===== config.mk =====
export PLATFORM = sky130hd
export DESIGN_NAME = serializer
export DESIGN_NICKNAME = d
export VERILOG_FILES = /design/src/rtl/serializer.sv
export SDC_FILE = /design/constraint.sdc
export NUM_CORES = 1
export LEC_CHECK = 0
export BUFFER_PORTS_ARGS = -buffer_cell sky130_fd_sc_hd__buf_2
export CAP_MARGIN = 25
export CELL_PAD_IN_SITES_DETAIL_PLACEMENT = 2
export CELL_PAD_IN_SITES_GLOBAL_PLACEMENT = 2
export CORE_MARGIN = 1.5
export CORE_UTILIZATION = 33
export CTS_BUF_LIST = sky130_fd_sc_hd__clkbuf_4 sky130_fd_sc_hd__clkbuf_8
export DETAILED_ROUTE_END_ITERATION = 7
export GPL_TIMING_DRIVEN = 0
export PLACE_DENSITY = 0.75
export SETUP_SLACK_MARGIN = 0.3
export SYNTH_ARGS = -nofsm -noshare
export SYNTH_HDL_FRONTEND = slang
export SYNTH_SLANG_ARGS = --single-unit

===== constraint.sdc =====
create_clock -name in_clock -period 1.87 [get_ports in_clock]
set_clock_uncertainty 0.15 [all_clocks]
set_input_delay 0.2805 -clock in_clock [delete_from_list [all_inputs] [get_ports in_clock]]
set_output_delay 0.2805 -clock in_clock [all_outputs]
set_load 0.01 [all_outputs]

===== src/rtl/serializer.sv =====
`default_nettype none
// ---------------------------------------------------------------------------
// serializer : parallel-to-serial shifter with pause/resume and done pulse
// Rev 1.0
// ---------------------------------------------------------------------------
module serializer #(
  parameter int DATA_WIDTH = 8,
  parameter bit MSB_FIRST  = 1'b1
) (
  input  logic                  in_clock,
  input  logic                  in_reset,
  input  logic                  in_write,
  input  logic [DATA_WIDTH-1:0] in_data,
  input  logic                  in_enable,
  output logic                  out_bit,
  output logic                  out_valid,
  output logic                  out_done
);

  localparam int CW = $clog2(DATA_WIDTH + 1);
  localparam logic [CW-1:0] C_FULL = CW'(DATA_WIDTH);
  localparam logic [CW-1:0] C_ONE  = CW'(1);
  localparam logic [CW-1:0] C_ZERO = '0;

  logic [DATA_WIDTH-1:0] r_shift;
  logic [CW-1:0]         r_count;
  logic                  r_done;
  logic [DATA_WIDTH-1:0] w_shifted;
  logic                  w_head;
  logic                  w_busy;

  generate
    if (MSB_FIRST) begin : g_msb_first
      assign w_shifted = r_shift << 1;
      assign w_head    = r_shift[DATA_WIDTH-1];
    end else begin : g_lsb_first
      assign w_shifted = r_shift >> 1;
      assign w_head    = r_shift[0];
    end
  endgenerate

  assign w_busy = (r_count != C_ZERO);

  // Load wins over shift; a load on the final-shift edge therefore drops the done pulse.
  always_ff @(posedge in_clock or posedge in_reset) begin
    if (in_reset) begin
      r_shift <= '0;
      r_count <= C_ZERO;
      r_done  <= 1'b0;
    end else begin
      r_done <= 1'b0;
      if (in_write) begin
        r_shift <= in_data;
        r_count <= C_FULL;
      end else if (in_enable && w_busy) begin
        r_shift <= w_shifted;
        r_count <= r_count - C_ONE;
        r_done  <= (r_count == C_ONE);
      end
    end
  end

  assign out_bit   = w_busy & w_head;
  assign out_valid = w_busy;
  assign out_done  = r_done;

endmodule
`default_nettype wire


==> flow_summary.rst <==
.. list-table::
   :header-rows: 1

   * - Metric
     - Value
   * - Clk buf depth
     - 2
   * - CORE AREA
     - ~2000 um^2
   * - Violations in the final reports
     - setup timing
   * - Worst endpoint data arrival time
     - between 1500 and 2000 ps
   * - GR Overflow Total
     - 0
   * - Portion of the clock cycle consumed by the worst path in the final layout
     - 1.11
   * - Routed length per placed instance
     - approximately 23 um
   * - Initial Util
     - 0.356
   * - Cell at the root of the clock tree
     - clkbuf_4
   * - Highest Clock Rate
     - 0.482 GHz
   * - Cell count of the worst hold path
     - 3
   * - Hpwl dp
     - ~1.4 mm
   * - RSZ-0062 raised after global routing
     - yes
   * - Worst-path clk slew
     - about 90 ps
   * - DR vias
     - ~720
   * - H-tree levels
     - 1
   * - Synthesized Nets
     - 90
   * - Clock tree from TritonCTS
     - yes
   * - Endpoint, Worst Hold
     - r_shift[0]$_DFFE_PP0P_
   * - Maximum number of pins on one net before global-route repair
     - 14
   * - Worst Reg-to-Reg Cells
     - 8
   * - Slew margin rel.
     - 0.461
   * - Area growth syn-to-layout
     - 63.5%
   * - Static Leakage
     - between 0.4 and 0.5 nW
   * - Cts bufs inserted
     - 3
   * - Count of buffers inserted at the top-level ports
     - 14
   * - Hold WC Path Type
     - input port to flip-flop
   * - Number of nets with antenna violations after routing
     - 0
   * - Final weighted congestion in routability-driven placement
     - 0.695
   * - Number of synthesized register bits
     - 13
   * - Maximum fanout along the worst path
     - 3
   * - Critical Path RT
     - approximately 1400 ps
   * - Power per cell area
     - 750 nW/um^2
   * - Worst-skew pair later-pin latency
     - 300 ps
   * - Mapped Area
     - about 700 um^2
   * - Via count of the first global-routing pass
     - between 700 and 800
   * - Number of slew-limit violations in the final report
     - 0
   * - Final net count
     - ~120
   * - Hold Fails Final Rpt
     - 0
   * - Sequential fraction of the synthesis area
     - 0.461
   * - Core Rows
     - 16
   * - Drt drc
     - 0
   * - Crit path capture type
     - output port
   * - Die boundary width
     - just under 50 um
   * - Worst Setup Slack post-DPL
     - 70.2 ps
   * - Maximum capacitance violations
     - 0
   * - Chip Height
     - roughly 49 um
   * - Routed vias/inst
     - roughly 5.4
   * - Util after Layout
     - 0.582
   * - Initial antenna violation count
     - 0
   * - Number of sinks on the clock net
     - 13
   * - Family with the most delay on the worst path
     - buffers and inverters
   * - Total Routing Usage GR
     - 0.205
   * - Filler cell count in the final layout
     - approximately 190
   * - 1st-iter DRT viols
     - 11
   * - DIE AREA
     - around 2400 um^2
   * - Result of the run
     - finished with violations
   * - Clock period minus final worst setup slack
     - roughly 2100 ps
   * - Final Power
     - 0.866 mW
   * - Drt total wl
     - 3.07 mm
   * - Sequential cell area in the final layout
     - 325 um^2
   * - Gate Count Post-Synth
     - between 70 and 80
   * - Number of endpoints failing setup at the final stage
     - 7
   * - Terminus of the critical flop-to-flop path
     - r_count[2]$_DFFE_PP0P_
   * - Critical Path Max Stage Delay
     - 410 ps
   * - Crit path launch type
     - flip-flop
   * - Number of buffer and inverter stages on the critical path
     - 4
   * - Ratio of cells with drive above 1 in the final layout
     - 0.556
   * - Detailed-routing iteration count for the pre-antenna-repair pass
     - 4
   * - Global-route wire length before repair
     - 3.68 mm
   * - Worst Setup Path Type
     - flip-flop to output port
   * - Transition time at the pin with the least slew margin
     - slightly above 800 ps
   * - Number of antenna repair diodes
     - 0
   * - Post-route setup slack
     - -204 ps
   * - Critical Path, Cell by Cell
     - inv_2 -> ha_4 -> nor3b_4 -> inv_2 -> buf_6 -> and2_4 -> buf_6
   * - FF-to-FF setup slack
     - -70 ps
   * - CP max-delay cell
     - dfrtp_1
   * - Post-Syn Area per Cell
     - 9.41 um^2
   * - Cell variety after synth
     - 23
   * - Worst supply voltage drop on vdd
     - approximately 0.41 mV
   * - IO Pins
     - 15
   * - Synth warn
     - 0
   * - Area of the multi-input gates
     - about 500 um^2
   * - Worst R2R Start
     - r_count[1]$_DFFE_PP0P_
   * - Start point of the worst hold path
     - in_data[0]
-- through the flow --
stage | area, um^2 | hold WS (ps) | TNS (ps) | cells
after floorplan | 727 | 7.46 | 0 | 75
after global placement | 831 | 203 | 0 | 116
after detailed placement | 831 | 210 | 0 | 116
after CTS | 952 | 43.4 | -82.3 | 129
after global routing | 1150 | 82.2 | -1110 | 135
final | 1150 | 61.9 | -481 | 135
-- layer usage --
metal,routed length (um),up-vias,track usage
li1,-,335,-
met1,1340,370,0.217
met2,1630,16,0.401
met3,77,3,0.0307
met4,22,0,0.0714
met5,0,-,0
-- timing repair --
item / in CTS / in global routing
pin swaps: 6 / 9
hold endpoints to repair: 13 / 0
gates resized for setup: 3 / 28
buffers inserted: 8 / 6
gates cloned: 0 / 0
setup endpoints to repair: 12 / 14
hold buffers: 1 / 0
-- worst reg2reg max path, delay by kind of cell, from the launching register on --
kind | cells | cell delay [ps]
buffers and inverters | 4 | 460
and+or+nand+nor | 2 | 540
AOI/OAI and AO/OA | 1 | 150
DFF | 1 | 390
adders and majority gates | 1 | 160
-- synthesized netlist by cell type, drive strengths merged --
cell	n	area, um^2
a31o	1	8.76
ha	3	37.5
buf	3	27.5
nor3b	1	12.5
nand2	3	11.3
or3	1	6.26
a31oi	7	43.8
a21o	1	7.51
o21ai	10	50.1
dfrtp	13	325
a311oi	1	15.0
a21oi	10	53.8
nand3	2	10.0
nor2	1	3.75
inv	5	18.8
clkbuf	2	7.51
and2	1	6.26
nor3	2	10.0
nor2b	7	43.8
nand4	1	6.26
-- kinds of logic (layout without fill, tap and decap cells) --
kind of cell / Yosys count / count (layout) / synth area share
adders and majority gates: 3 / 3 / 0.0532
DFF: 13 / 13 / 0.461
buffers and inverters: 10 / 43 / 0.0762
and+or+nand+nor: 19 / 19 / 0.156
AOI/OAI and AO/OA: 30 / 30 / 0.254
-- sequential cells by signal, indices dropped and copies added (netlist names) --
name      count
r_shift       8
r_count       4
out_done      1
-- worst max-delay path by stage --
stage / from / to / slack (ps) / depth (start not counted)
final: r_count[1]$_DFFE_PP0P_ / out_bit / -200 / 7
after floorplan: r_count[0]$_DFFE_PP0P_ / out_bit / 280 / 6
after global routing: r_count[1]$_DFFE_PP0P_ / out_bit / -260 / 7
after global placement: r_count[0]$_DFFE_PP0P_ / out_bit / 100 / 7
after CTS: r_count[0]$_DFFE_PP0P_ / out_bit / -80 / 7
after detailed placement: r_count[0]$_DFFE_PP0P_ / out_bit / 70 / 7
-- report_power, final --
part | switching (mW) | total (mW) | internal, mW
logic | 0.155 | 0.306 | 0.152
registers | 0.0362 | 0.346 | 0.310
clock network | 0.115 | 0.213 | 0.0978
total | 0.306 | 0.866 | 0.559
-- placed cells by master (no fill, tap or decap), types with 2 or more instances in the layout --
cell type	netlist	routed
nor3_1	2	2
clkbuf_1	2	2
a21oi_2	1	8
buf_4	0	11
ha_1	3	2
a21oi_1	9	2
buf_2	1	14
o21ai_0	10	5
nand2_1	3	3
inv_2	1	3
a31oi_4	0	6
o21ai_1	0	4
nor2b_1	7	7
dfrtp_1	13	13
inv_1	4	2
clkbuf_4	0	4
buf_6	2	4
-- cell type report --
cell class	count	area share
plain buffers	5	0.0336
clock buffers	4	0.0260
inverters	5	0.0163
multi-input cells	52	0.429
flip-flops and latches	13	0.282
well taps	27	0.0293
repair buffers	29	0.183
Power figures use the tool's default switching activity.
